## config.mk

```make
export PLATFORM = sky130hd
export DESIGN_NAME = ila_trigger
export DESIGN_NICKNAME = d
export VERILOG_FILES = /design/src/rtl/ila_trigger.sv
export SDC_FILE = /design/constraint.sdc
export NUM_CORES = 1
export LEC_CHECK = 0
export BUFFER_PORTS_ARGS = -buffer_cell sky130_fd_sc_hd__buf_2
export CORE_ASPECT_RATIO = 1.25
export CORE_MARGIN = 1.5
export CORE_UTILIZATION = 38
export CTS_CLUSTER_SIZE = 12
export DETAILED_ROUTE_END_ITERATION = 10
export PLACE_DENSITY = 0.54
export SYNTH_ARGS = -nofsm -noshare
export SYNTH_HDL_FRONTEND = slang
export SYNTH_SLANG_ARGS = --single-unit
```

## constraint.sdc

```tcl
create_clock -name clk -period 3.05 [get_ports clk]
set_clock_uncertainty 0.05 [all_clocks]
set_input_delay 0.1525 -clock clk [delete_from_list [all_inputs] [get_ports clk]]
set_output_delay 0.1525 -clock clk [all_outputs]
set_load 0.01 [all_outputs]
```

## src/rtl/ila_trigger.sv

```systemverilog
// ILA trigger stage: registered probe path, value/mask + edge compare, Nth-occurrence pulse.
// Optional external trigger input enabled by defining ILA_TRIG_EXT_EN.
package reg_map_pkg;
  localparam logic [31:0] R_ILA_TRIG_CTRL     = 32'h0000_0000;
  localparam logic [31:0] R_ILA_TRIG_VALUE    = 32'h0000_0004;
  localparam logic [31:0] R_ILA_TRIG_MASK     = 32'h0000_0008;
  localparam logic [31:0] R_ILA_TRIG_EDGE_EN  = 32'h0000_000C;
  localparam logic [31:0] R_ILA_TRIG_EDGE_POL = 32'h0000_0010;
  localparam logic [31:0] R_ILA_TRIG_COUNT    = 32'h0000_0014;
  localparam logic [31:0] R_ILA_TRIG_STATUS   = 32'h0000_0018;
endpackage

module ila_trigger
  import reg_map_pkg::*;
#(
  parameter int WIDTH     = 32,
  parameter int CNT_WIDTH = 16
) (
  input  logic             clk,
  input  logic             rst_n,
`ifdef ILA_TRIG_EXT_EN
  input  logic             ext_trig_in,
`endif
  input  logic [WIDTH-1:0] probe_in,
  output logic [WIDTH-1:0] sample_out,
  output logic             trigger_out,
  output logic             armed,
  input  logic [31:0]      bus_addr,
  input  logic             bus_wen,
  input  logic             bus_ren,
  input  logic [31:0]      bus_wdata,
  output logic [31:0]      bus_rdata
);

  typedef enum logic [1:0] {
    IDLE  = 2'd0,
    ARMED = 2'd1,
    FIRED = 2'd2
  } state_e;

  state_e               state_q, state_d;
  logic [CNT_WIDTH-1:0] occ_q, occ_d;
  logic                 trig_q, trig_d;
  logic [WIDTH-1:0]     prev_q;
  logic [WIDTH-1:0]     value_q, mask_q;
  logic [WIDTH-1:0]     en_q, pol_q;
  logic [CNT_WIDTH-1:0] count_q;

  logic wr_ctrl, wr_val, wr_mask;
  logic wr_en, wr_pol, wr_cnt;
  logic arm, disarm;
  logic lvl, edg, cond;
  logic [31:0] ctrl_rd;
  logic [CNT_WIDTH:0] occ_inc, tgt;
  logic unused_ren;

  assign unused_ren = bus_ren;

  assign wr_ctrl = bus_wen && (bus_addr == R_ILA_TRIG_CTRL);
  assign wr_val  = bus_wen && (bus_addr == R_ILA_TRIG_VALUE);
  assign wr_mask = bus_wen && (bus_addr == R_ILA_TRIG_MASK);
  assign wr_en   = bus_wen && (bus_addr == R_ILA_TRIG_EDGE_EN);
  assign wr_pol  = bus_wen && (bus_addr == R_ILA_TRIG_EDGE_POL);
  assign wr_cnt  = bus_wen && (bus_addr == R_ILA_TRIG_COUNT);
  assign arm     = wr_ctrl & bus_wdata[0];
  assign disarm  = wr_ctrl & bus_wdata[1];

  // prev_q is both the edge reference and the delayed sample
  assign lvl = ((probe_in ^ value_q) & mask_q) == '0;
  assign edg = (((~(probe_in ^ prev_q)) & en_q) == '0)
            && (((probe_in ~^ pol_q) & en_q) == en_q);

`ifdef ILA_TRIG_EXT_EN
  logic [2:0] ext_q;
  logic       ext_sel_q;
  logic       ext_rise;

  always_ff @(posedge clk or negedge rst_n) begin
    if (!rst_n) begin
      ext_q     <= '0;
      ext_sel_q <= 1'b0;
    end else begin
      ext_q <= {ext_q[1:0], ext_trig_in};
      if (wr_ctrl) ext_sel_q <= bus_wdata[2];
    end
  end

  assign ext_rise = ext_q[1] & ~ext_q[2];
  assign cond     = (lvl & edg) | (ext_sel_q & ext_rise);
  assign ctrl_rd  = {29'b0, ext_sel_q, 2'b0};
`else
  assign cond    = lvl & edg;
  assign ctrl_rd = '0;
`endif

  assign occ_inc = {1'b0, occ_q} + 1'b1;
  assign tgt = (count_q == '0) ? {{CNT_WIDTH{1'b0}}, 1'b1}
                               : {1'b0, count_q};

  always_ff @(posedge clk or negedge rst_n) begin
    if (!rst_n) begin
      value_q <= '0;
      mask_q  <= '0;
      en_q    <= '0;
      pol_q   <= '0;
      count_q <= '0;
      prev_q  <= '0;
    end else begin
      prev_q <= probe_in;
      if (wr_val)  value_q <= bus_wdata[WIDTH-1:0];
      if (wr_mask) mask_q  <= bus_wdata[WIDTH-1:0];
      if (wr_en)   en_q    <= bus_wdata[WIDTH-1:0];
      if (wr_pol)  pol_q   <= bus_wdata[WIDTH-1:0];
      if (wr_cnt)  count_q <= bus_wdata[CNT_WIDTH-1:0];
    end
  end

  always_ff @(posedge clk or negedge rst_n) begin
    if (!rst_n) begin
      state_q <= IDLE;
      occ_q   <= '0;
      trig_q  <= 1'b0;
    end else begin
      state_q <= state_d;
      occ_q   <= occ_d;
      trig_q  <= trig_d;
    end
  end

  always_comb begin
    state_d = state_q;
    occ_d   = occ_q;
    trig_d  = 1'b0;
    if (disarm) begin
      state_d = IDLE;
      occ_d   = '0;
    end else if (arm) begin
      state_d = ARMED;
      occ_d   = '0;
    end else if (state_q == ARMED) begin
      if (wr_cnt) begin
        occ_d = '0;
      end else if (cond) begin
        if (occ_inc == tgt) begin
          trig_d  = 1'b1;
          state_d = FIRED;
          occ_d   = occ_inc[CNT_WIDTH-1:0];
        end else if (!occ_inc[CNT_WIDTH]) begin
          occ_d = occ_inc[CNT_WIDTH-1:0];
        end
      end
    end
  end

  always_comb begin
    bus_rdata = '0;
    unique case (1'b1)
      bus_addr == R_ILA_TRIG_CTRL:     bus_rdata = ctrl_rd;
      bus_addr == R_ILA_TRIG_VALUE:    bus_rdata = 32'(value_q);
      bus_addr == R_ILA_TRIG_MASK:     bus_rdata = 32'(mask_q);
      bus_addr == R_ILA_TRIG_EDGE_EN:  bus_rdata = 32'(en_q);
      bus_addr == R_ILA_TRIG_EDGE_POL: bus_rdata = 32'(pol_q);
      bus_addr == R_ILA_TRIG_COUNT:    bus_rdata = 32'(count_q);
      bus_addr == R_ILA_TRIG_STATUS:
        bus_rdata = {16'(occ_q), 14'b0, state_q};
      default: bus_rdata = '0;
    endcase
  end

  assign sample_out  = prev_q;
  assign trigger_out = trig_q;
  assign armed       = (state_q == ARMED);

endmodule

```

# [After elaboration in Yosys (flattened, before gate mapping)]
# Cells that the tools add are included.
[totals] output_inout_bits=66 inputBits=100 elab_cells=69 regBits=195
[classes] n_eq_ne=11 mux=21 n_bitwise=10 n_addsub=1 reduce_logical=17
[ops] operator="$pmux W32 S6" n=1
[ops] operator="$mux W16" n=8
[ops] operator="$and A32 B32 Y32" n=3
[ops] operator="$eq A32 B5 Y1 const B" n=3
[ops] operator="$logic_not A32 Y1" n=3
[ops] operator="$eq A32 B4 Y1 const B" n=2
[ops] operator="$xor A32 B32 Y32" n=2
[ops] operator="$eq A32 B3 Y1 const B" n=1
[ops] operator="$eq A32 B32 Y1" n=1
[ops] operator="$not A32 Y32" n=1
[ops] operator="$xnor A32 B32 Y32" n=1
[ops] operator="$add A16 B1 Y17 const B" n=1
[ops] operator="$eq A17 B16 Y1" n=1
[ops] operator="$logic_not A16 Y1" n=1
[ops] operator="$mux W2" n=6
[ops] operator="$reduce_bool A3 Y1" n=3
[ops] operator="$logic_and A1 B1 Y1" n=7
[ops] operator="$mux W1" n=6
[ops] operator="$ne A5 B4 Y1 const B" n=1
[ops] operator="$reduce_and A4 Y1" n=1
[ops] operator="$reduce_bool A4 Y1" n=1
[ops] operator="$and A1 B1 Y1" n=3
[ops] operator="$ne A3 B1 Y1 const B" n=1
[ops] operator="$reduce_and A3 Y1" n=1
[ops] operator="$eq A2 B1 Y1 const B" n=1

# [Logic depth before layout (Yosys ltp)]
# Gate-level depths: netlist of run 1.
[logic_depth] word_depth=11 mapped_depth=9 mapped_depth_nobuf=8

# [Worst setup path before layout of run 1]
# No wires, ideal clock.
[synth_timing] kind="register to register" start="register occ_q[0]" end="register state_q[0]" path_stages_with_launch=9 setup_ps=131 setup_slack_ps=531 t_required_ps=2869 arrival_time_ps=2339 synth_period_minus_slack_ps=2519 n_path_buf=0 cell_sequence="dfrtp_1 -> ha_1 -> nand4_4 -> or3_1 -> mux2_2 -> o21a_1 -> a311o_1 -> o31ai_2 -> a22oi_1"
[synth_between] elab_chain_cells=4
[synth_lines] item="from (decl)" line="42" text="logic [CNT_WIDTH-1:0] occ_q, occ_d;"
[synth_lines] item="from (signal assigned)" line="121" text="occ_q <= '0;"
[synth_lines] item="from (signal assigned)" line="125" text="occ_q <= occ_d;"
[synth_lines] item="$add A16 B1 Y17" line="96" text="assign occ_inc = {1'b0, occ_q} + 1'b1;"
[synth_lines] item="$eq A17 B16 Y1" line="144" text="if (occ_inc == tgt) begin"
[synth_lines] item="$reduce_bool A3 Y1 (no source line)"
[synth_lines] item="$reduce_and A4 Y1 (no source line)"
[synth_lines] item="to (signal assigned)" line="124" text="state_q <= state_d;"
[synth_lines] item="to (decl)" line="41" text="state_e state_q, state_d;"
# No other way between the ends.
# A chain may end at the register's enable or synchronous reset.

# [Worst setup path in the final report of run 1]
[layout_timing] start="input probe_in[31]" end="register occ_q[6]"
[layout_between] elab_chain_cells=8 elab_cells_between_ends=14 classes_between="1 x eq/ne; 8 x bitwise; 5 x reduce/logical"
[layout_lines] item="from (decl)" line="24" text="input logic [WIDTH-1:0] probe_in,"
[layout_lines] item="$xor A32 B32 Y32" line="70" text="assign edg = (((~(probe_in ^ prev_q)) & en_q) == '0)"
[layout_lines] item="$not A32 Y32" line="70"
[layout_lines] item="$and A32 B32 Y32" line="70"
[layout_lines] item="$logic_not A32 Y1" line="70"
[layout_lines] item="$logic_and A1 B1 Y1" line="71" text="&& (((probe_in ~^ pol_q) & en_q) == en_q);"
[layout_lines] item="$and A1 B1 Y1 (*)" line="92" text="assign cond = lvl & edg;"
[layout_lines] item="$reduce_bool A4 Y1 (no source line) (*)"
[layout_lines] item="$reduce_and A3 Y1 (no source line) (*)"
# Every way passes the cells marked *; elsewhere a longest branch is shown, timed or not.

==> results of run 1 <==
## area by class of cell
type / count / area [um2]
clock buffers: 18 / 439
repair buffers: 281 / 1910
multi-input cells: 629 / 5270
flip-flops and latches: 195 / 4880
clock inverters: 12 / 135
inverters: 5 / 18.8
well taps: 345 / 432
fillers: 2520 / 13700
## power by group through the flow
| stage | combinational, uW | clock [uW] | sequential (uW) |
|---|---|---|---|
| finish | 433 | 2260 | 2620 |
| global route | 466 | 2390 | 2620 |
| CTS | 434 | 2300 | 2620 |
| detailed placement | 368 | 0 | 2670 |
| global placement | 369 | 0 | 2670 |
| floorplan | 89.7 | 0 | 2680 |
## registers in the layout (all words and copies together), names as in the netlist
register / count
sample_out: 32
occ_q: 16
state_q: 2
pol_q: 32
trigger_out: 1
mask_q: 32
count_q: 16
en_q: 32
value_q: 32
## logic make-up after synthesis
logic type	after synthesis
AOI/OAI and AO/OA	219
xor gates and xnor gates	106
adders and majority gates	1
buffers and inverters	60
DFF	195
muxes	151
and+or+nand+nor	152
## metrics by stage
stage	std cells	setup slack (ns)
5_1_grt	1485	0.182
6_report	1485	0.278
3_3_place_gp	1390	0.408
3_5_place_dp	1390	0.380
2_1_floorplan	884	0.531
4_1_cts	1485	0.317
## placed cells by master, fill, tap and decap left out, types with 3 or more instances in the layout
cell type and count:
dfrtp_1 195, a22o_1 10, o31ai_1 10, and2_1 3, o221ai_1 5, a222oi_1 15, nand2_1 24, or4_1 3
o21a_1 5, a21o_1 6, xor2_1 65, nand2b_1 8, xnor2_1 40, a21oi_1 9, mux2_2 141, nor4_2 5
clkbuf_16 17, a221oi_1 6, clkinv_4 3, buf_12 3, nor3_1 8, buf_4 49, mux2_1 6, mux2i_1 4
a221o_1 12, o21ai_0 20, nand4_1 29, nor4_1 12, clkinvlp_4 4, nand3_1 13, buf_2 163, a22oi_1 99
o211ai_1 10, inv_1 4, dlygate4sd3_1 65, nor2_1 19
## worst max-delay path by stage
| stage | end | slack [ns] |
|---|---|---|
| floorplan | state_q[0] | 0.53 |
| global placement | state_q[0] | 0.41 |
| detailed placement | occ_q[6] | 0.38 |
| CTS | occ_q[6] | 0.32 |
| global route | occ_q[6] | 0.18 |
| finish | occ_q[6] | 0.28 |
## per-layer routing
layer,wire length [um],global-route usage,part of all wire
met3,1620,0.0394,0.043
met2,18800,0.452,0.50
met5,0,0,0
met1,15800,0.352,0.42
met4,1670,0.126,0.044
## worst max-delay path, stage by stage
cell	delay [ns]
dlygate4sd3_1	0.54
buf_2	0.17
xnor2_1	0.21
a222oi_1	0.34
buf_4	0.20
nand3_1	0.13
nor4_1	0.23
buf_4	0.18
nand4_1	0.08
buf_4	0.18
buf_4	0.15
nor3_1	0.31
mux2i_1	0.22
## repair_timing
item	in CTS	in global routing
hold endpoints to repair	226	0
buffers inserted	0	0
hold buffers	65	0
==> flow_metrics.tcl, run 1 <==
set metrics [dict create \
    cts-htree-levels 4 \
    tightest_slew_ns 1.00 \
    netlist_area_um2 10400 \
    ys_ff_latch 195 \
    clkPwrFrac 0.425 \
    postRouteAntennaNets 0 \
    synth_common_cells "dfrtp_1, mux2_2, a22oi_1, xor2_1, xnor2_1" \
    tritoncts "done" \
    synth-edff-count 0 \
    crit_arrival_ns 3.09 \
    synth-compound-area-share 0.162 \
    grt_pass1_wl_um 56900 \
    overflow 0 \
    cts.repair.resized 0 \
    layout-drive-gt1-share 0.361 \
    syn-num-nets 985 \
    end_kind "register" \
    avgSynthCellArea_um2 11.8 \
    fin_crit_sh 0.909 \
    synth_xor_area_frac 0.0900 \
    criticalPathCategory "input port to register" \
    design_area_um2 13100 \
    via_per_inst 5.97 \
    combPwrFrac 0.081 \
    io_pins 166 \
    place.gp.congestion 0.933 \
    p_sw_uw 1310 \
    synth_ff_type "dfrtp_1" \
    wl_per_cell_um 25.5 \
    synthesis.instances 884 \
    drc_errors 0 \
    initial_core_util 0.388 \
    drtPass1Iterations 6 \
    numCtsBuffers 17 \
    power-per-cell-area_nw_per_um2 406 \
    clock_path_buffers 2 \
    post-route-min-period_ns 2.77 \
    grt_max_degree 75 \
    synthArstFlopShare 1.00 \
    grt_antenna_before_repair 0 \
    power_uw 5310 \
    hp-class "input port to async pin" \
    synth_top_area_frac 0.469 \
    slew_viol_final 0 \
    clk_pin_slew_ns 0.07 \
    yosys_warnings 0 \
    setup_viol 0 \
    status "finished clean" \
    maxCapViolCount 0 \
    rr_startpoint "value_q[18]" \
    rr_endpoint "occ_q[6]" \
    hold_violations 0 \
    setup_tns_ns 0 \
    vias 8871 \
    reg2regPathDepth 10 \
    chipHeight_um 188 \
    cp_data_required_time_ns 3.37 \
    placed_area_um2 11900 \
    placementRows 67 \
    finalWirelength_um 37900 \
    ys_types 65 \
    syn_to_final_growth_pct 25.8 \
    root_buffer "clkbuf_16" \
    nets 1230 \
    slew_headroom 0.330 \
    n_antenna_cell 0 \
    switching_share 0.247 \
    core_um2 26800 \
    dpl.hpwl_um 28000 \
    cts.sinks 195 \
    track_usage 0.274 \
    yosys.area_share.adder 0.00120 \
    dieArea_um2 28400 \
    startpoint "probe_in[31]" \
    yosysMostFrequentCell "dfrtp_1" \
    yosysSeqAreaShare 0.469 \
    holdWs_ns 0.230 \
    grt_pass1_vias 8973 \
    cp-start-kind "input port" \
    yosys.area.top_type "dfrtp_1" \
    rsz0062_at_grt "no" \
    cp_max_fo 5 \
    synth_top_family_by_area "multiplexers" \
    ir_drop_mv 0.368 \
    postLayoutCoreUtil 0.488 \
    max_freq_ghz 0.361 \
    synthSimpleGateAreaFrac 0.0886 \
    p_leak_uw 0.00615 \
    numPortBuffers 164 \
    power_frac_seq 0.493 \
    r2r_setup_slack_ns 0.30 \
    insertion_delay_ns 0.45 \
    muxShareOfSynthArea 0.163 \
    p_int_uw 4000 \
    drt_iter0_markers 826 \
    dieWidth_um 151 \
    synth_area_leaders "dfrtp_1, mux2_2, a22oi_1, xor2_1, xnor2_1" \
]
(Power assumes the default switching activity.)
==> run 2: changes to the inputs <==
==> constraint.sdc (replaced) <==
create_clock -name clk -period 3.05 [get_ports clk]
set_clock_uncertainty 0.05 [all_clocks]
set_input_delay 0.4575 -clock clk [delete_from_list [all_inputs] [get_ports clk]]
set_output_delay 0.4575 -clock clk [all_outputs]
set_load 0.01 [all_outputs]
==> flow_metrics.tcl, run 2 (synthesized netlist as in run 1, its figures left out) <==
set metrics [dict create \
    status "finished clean" \
    finalWirelength_um 37700 \
    criticalPathCategory "input port to primary output" \
    path_cells "buf_2, nor4_4, nand4_1, buf_4, nor4_4, buf_4, and2_4, buf_12, a222oi_1, o21ai_1, buf_4, buf_2" \
    postRouteAntennaNets 0 \
    cp_data_required_time_ns 2.54 \
    max_freq_ghz 0.339 \
    tightest_slew_ns 0.664 \
    cp_max_fo 8 \
    fin_crit_sh 0.966 \
    initial_core_util 0.388 \
    syn_to_final_growth_pct 23.1 \
    n_antenna_cell 0 \
    place.gp.congestion 0.961 \
    grt_max_degree 71 \
    dp_slack_ns -0.0149 \
    layout_commonest_cell "dfrtp_1" \
    max_stage_delay_ns 0.28 \
    crit_arrival_ns 2.44 \
    numCtsBuffers 17 \
    p_leak_uw 0.00606 \
    nets 1190 \
    io_pins 166 \
    met1_length_um 15400 \
    clk_pin_slew_ns 0.08 \
    power_uw 5250 \
    grt_pass1_vias 8517 \
    slew_headroom 0.557 \
    rsz0062_at_grt "no" \
    cts-htree-levels 4 \
    core_um2 26800 \
    dieArea_um2 28400 \
    wl_met3_um 1880 \
    final_cell_mix "dfrtp_1, buf_2, mux2_2" \
    hold_violations 0 \
    cp-start-kind "input port" \
    tritoncts "done" \
    overflow 0 \
    setup_viol 0 \
    layout-drive-gt1-share 0.400 \
    topRoutingLayerUsed "met4" \
    drtPass1Iterations 6 \
    slew_viol_final 0 \
    drc_errors 0 \
    placementRows 67 \
    hp-class "input port to register" \
    chipHeight_um 188 \
    end_kind "primary output" \
    grt_antenna_before_repair 0 \
    track_usage 0.270 \
    post-route-min-period_ns 2.95 \
    maxCapViolCount 0 \
    dpl.hpwl_um 28200 \
    cts.sinks 195 \
    grt_pass1_wl_um 55400 \
    dieWidth_um 151 \
    power-per-cell-area_nw_per_um2 410 \
    wl_met2_um 18700 \
    ir_drop_mv 0.394 \
    wl_per_cell_um 26.0 \
    vias 8640 \
    via_per_inst 5.97 \
    setup_tns_ns 0 \
    insertion_delay_ns 0.46 \
    numPortBuffers 164 \
    crit_path_frequent_cell "buf_4" \
    root_buffer "clkbuf_16" \
    clock_path_buffers 2 \
    setup_ws_ns 0.104 \
    crit_slowest_cell "nor4_4" \
    drt_iter0_markers 868 \
]
## run 2: cell types whose count changed in the layout (fill, tap and decap cells not counted), moves of 2 or more
cell	before	now
inv_6	1	6
inv_8	0	5
nor4_4	1	4
nor4_1	12	9
clkinv_2	2	0
bufinv_16	2	0
dlygate4sd3_1	65	1
buf_12	3	12
clkinvlp_4	4	1
buf_4	49	62
## run 2: per-stage QoR
| step | utilization | area, um2 | instances | hold WS [ns] |
|---|---|---|---|---|
| floorplan | - | 10400 | 884 | 0.112 |
| detailed placement | 0.452 | 12100 | 1411 | 0.463 |
| CTS | 0.474 | 12700 | 1445 | 0.0867 |
| global route | 0.477 | 12800 | 1447 | 0.0941 |
| global placement | 0.452 | 12100 | 1411 | 0.460 |
| finish | 0.477 | 12800 | 1447 | 0.105 |
## run 2: report_power, final
group	total, uW	switching, uW	internal (uW)	leakage [uW]
Sequential	2620	15.4	2600	0.00258
Clock	2240	1130	1110	0.000283
Combinational	388	257	131	0.00320
Total	5250	1400	3850	0.00606
## run 2: path summary, 6_finish.rpt
path                       slack, ns    startpoint  cells past startpoint              to
max reg2reg                     0.28      occ_q[2]                      7      state_q[0]
max                             0.10   bus_addr[7]                     12    bus_rdata[6]
min                             0.10  probe_in[14]                      1  sample_out[14]
min reg2reg                     0.48    mask_q[13]                      1      mask_q[13]
max in group asynchronous       1.61         rst_n                      3     value_q[23]
min in group asynchronous       0.53         rst_n                      2      value_q[7]
## run 2: timing repair
item	4_1_cts	5_1_grt
gates resized for setup	0	11
hold buffers	1	0
buffers inserted	1	1
gates cloned	0	1
setup endpoints to repair	1	12
pin swaps	1	1
hold endpoints to repair	19	0
## run 2: worst max-delay path: cells and delay by family
| kind | cells | cell delay [ns] |
|---|---|---|
| AOI/OAI and AO/OA | 2 | 0.26 |
| buffers and inverters | 6 | 0.89 |
| and+or+nand+nor | 4 | 0.82 |
## run 2: final cells by class
| cell class | count | area [um2] |
|---|---|---|
| multi-input combinational | 629 | 5320 |
| inverter | 5 | 18.8 |
| timing repair buffer | 241 | 1580 |
| fill | 2551 | 14000 |
| tap | 345 | 432 |
| sequential | 195 | 4880 |
| clock inverter | 14 | 134 |
| clock buffer | 18 | 439 |
## run 2: metal layers
layer / vias up / GRT usage
li1: 3817 / -
met2: 308 / 0.455
met3: 75 / 0.0355
met5: - / 0
met1: 4440 / 0.348
met4: 0 / 0.106
==> run 3: changes to the inputs <==
--- a/config.mk
+++ b/config.mk
@@ -5,6 +5,7 @@
 export SDC_FILE = /design/constraint.sdc
 export NUM_CORES = 1
 export LEC_CHECK = 0
+export ABC_AREA = 1
 export BUFFER_PORTS_ARGS = -buffer_cell sky130_fd_sc_hd__buf_2
 export CORE_ASPECT_RATIO = 1.25
 export CORE_MARGIN = 1.5
==> flow_metrics.tcl, run 3 <==
set metrics [dict create \
    status "finished clean" \
    yosysMostFrequentCell "nand2_1" \
    setup_tns_ns 0 \
    wl_met3_um 1400 \
    post_cts_buffers 0 \
    path_cells "buf_2, nor2_1, nand2_1, nor2_2, nand3_2, nor2_4, nand2_1, inv_1, nand2_1, o21ai_0, a21oi_1, o2111ai_1, buf_2" \
    initial_core_util 0.386 \
    grt_max_degree 79 \
    syn_to_final_growth_pct 18.1 \
    cts.repair.resized 0 \
    dpl.hpwl_um 25600 \
    yosysSeqAreaShare 0.447 \
    holdWs_ns 0.119 \
    criticalPathCategory "input port to primary output" \
    synthesis.instances 1600 \
    core_um2 28300 \
    grt_pass1_vias 10029 \
    dieArea_um2 29800 \
    final_cell_mix "nand2_1, inv_1, dfrtp_1" \
    max_freq_ghz 0.360 \
    clock_path_buffers 2 \
    cp-start-kind "input port" \
    topRoutingLayerUsed "met4" \
    synth-edff-count 0 \
    cts.sinks 195 \
    drtPass1Iterations 5 \
    hold_violations 0 \
    maxCapViolCount 0 \
    layout-drive-gt1-share 0.138 \
    io_pins 166 \
    root_buffer "clkbuf_16" \
    tightest_slew_ns 0.473 \
    postRouteAntennaNets 0 \
    setup_viol 0 \
    crit_path_frequent_cell "nand2_1" \
    tritoncts "done" \
    cp_max_fo 6 \
    cp_data_required_time_ns 2.54 \
    insertion_delay_ns 0.45 \
    nets 1865 \
    drc_errors 0 \
    grt_antenna_before_repair 1 \
    max_stage_delay_ns 0.32 \
    finalWirelength_um 34400 \
    synth_ff_type "dfrtp_1" \
    wl_met2_um 16700 \
    fin_crit_sh 0.911 \
    ys_types 32 \
    synth_top_area_frac 0.447 \
    numCtsBuffers 17 \
    yosys_warnings 0 \
    ir_drop_mv 0.303 \
    place.gp.congestion 0.899 \
    netlist_area_um2 10900 \
    end_kind "primary output" \
    slew_headroom 0.685 \
    cpLargestDelayFamily "simple AND/OR/NAND/NOR gates" \
    crit_buf_inv 3 \
    fill_cells 2967 \
    synth_common_cells "nand2_1, inv_1, dfrtp_1, o21ai_0, nor2_1" \
    placementRows 69 \
    cts-htree-levels 4 \
    vias 10654 \
    crit_arrival_ns 2.27 \
    post-route-min-period_ns 2.78 \
    track_usage 0.239 \
    dieWidth_um 155 \
    layout_commonest_cell "nand2_1" \
    avgSynthCellArea_um2 6.83 \
    hp-class "input port to register" \
    chipHeight_um 193 \
    rsz0062_at_grt "no" \
    power-per-cell-area_nw_per_um2 410 \
    p_leak_uw 0.00648 \
    yosys.area.top_type "dfrtp_1" \
    met1_length_um 15300 \
    numPortBuffers 164 \
    synthArstFlopShare 1.00 \
    wl_per_cell_um 16.1 \
    drt_iter0_markers 643 \
    slew_viol_final 0 \
    synth_area_leaders "dfrtp_1, nand2_1, inv_1, o21ai_0, nand3_1" \
    syn-num-nets 1701 \
    via_per_inst 4.99 \
    overflow 0 \
    clk_pin_slew_ns 0.08 \
    crit_slowest_cell "inv_1" \
    grt_pass1_wl_um 54200 \
    ys_ff_latch 195 \
]
-- run 3: cell count changes after synthesis, sizes merged, moves of 18 or more --
cell,change
inv,+218
nand3,+124
a22oi,-99
xor2,-60
nand2,+539
nor2,+139
o22ai,+27
xnor2,-40
nor4,-18
mux2,-147
a21oi,+29
o21ai,+141
-- run 3: final cells by class --
class / instances / area, um2 / share of cell area
clock inverter: 14 / 171 / 0.0133
inverter: 225 / 847 / 0.0657
timing repair buffer: 191 / 1110 / 0.0860
sequential: 195 / 4880 / 0.378
antenna: 1 / 2.50 / 0.000194
tap: 355 / 444 / 0.0344
multi-input combinational: 1134 / 5000 / 0.388
clock buffer: 18 / 439 / 0.0341
-- run 3: power by group --
| part | total (uW) | leakage [uW] | switching, uW | internal, uW |
|---|---|---|---|---|
| registers | 2620 | 0.00264 | 16.7 | 2600 |
| clock network | 2370 | 0.000291 | 1110 | 1260 |
| logic | 301 | 0.00355 | 203 | 98.3 |
| total | 5290 | 0.00648 | 1330 | 3960 |
-- run 3: cell families after synthesis --
logic type	count (synthesis)	synth area share
XOR/XNOR	6	0.00481
AO/OA/AOI/OAI	249	0.123
AND/OR/NAND/NOR	878	0.328
buffers and inverters	271	0.0961
adder cells (fa/ha/maj)	1	0.00115
flip-flops	195	0.447
-- run 3: per-stage QoR --
step | worst slack, ns | cells | util | cell area [um2] | power [uW]
5_1_grt | 0.000316 | 2132 | 0.455 | 12900 | 5510
4_1_cts | 0.272 | 2132 | 0.455 | 12900 | 5350
6_report | 0.270 | 2133 | 0.455 | 12900 | 5290
3_5_place_dp | 0.273 | 2099 | 0.433 | 12300 | 2980
3_3_place_gp | 0.270 | 2099 | 0.433 | 12300 | 2970
2_1_floorplan | 0.771 | 1600 | - | 10900 | 2770
-- run 3: timing repair --
action	4_1_cts	5_1_grt
hold endpoints to repair	47	0
hold buffers	1	0
endpoints found under the setup margin	0	0
-- run 3: worst paths after layout --
kind                         startpoint        endpoint  slack (ns)  cells past startpoint
min in group asynchronous         rst_n  sample_out[31]        0.48                      2
min                        probe_in[11]  sample_out[11]        0.12                      1
max                        bus_addr[15]    bus_rdata[1]        0.27                     13
max in group asynchronous         rst_n        en_q[14]        1.65                      3
max reg2reg                    occ_q[0]     trigger_out        0.77                     11
min reg2reg                  count_q[6]      count_q[6]        0.45                      2
-- run 3: metal layers --
layer	track usage	up-vias
met2	0.410	259
li1	-	5389
met3	0.0350	48
met4	0.0836	0
met1	0.308	4958
met5	0	-
-- run 3: worst reg2reg max path, cell delays in order (launching register included) --
cell and delay (ns):
dfrtp_1 0.45, ha_1 0.23, nand2_1 0.07, nor2_1 0.27, nand2_1 0.14, inv_1 0.09
nand2_1 0.06, xor2_1 0.32, xor2_1 0.12, nor2_1 0.15, nand4_1 0.17, inv_1 0.10
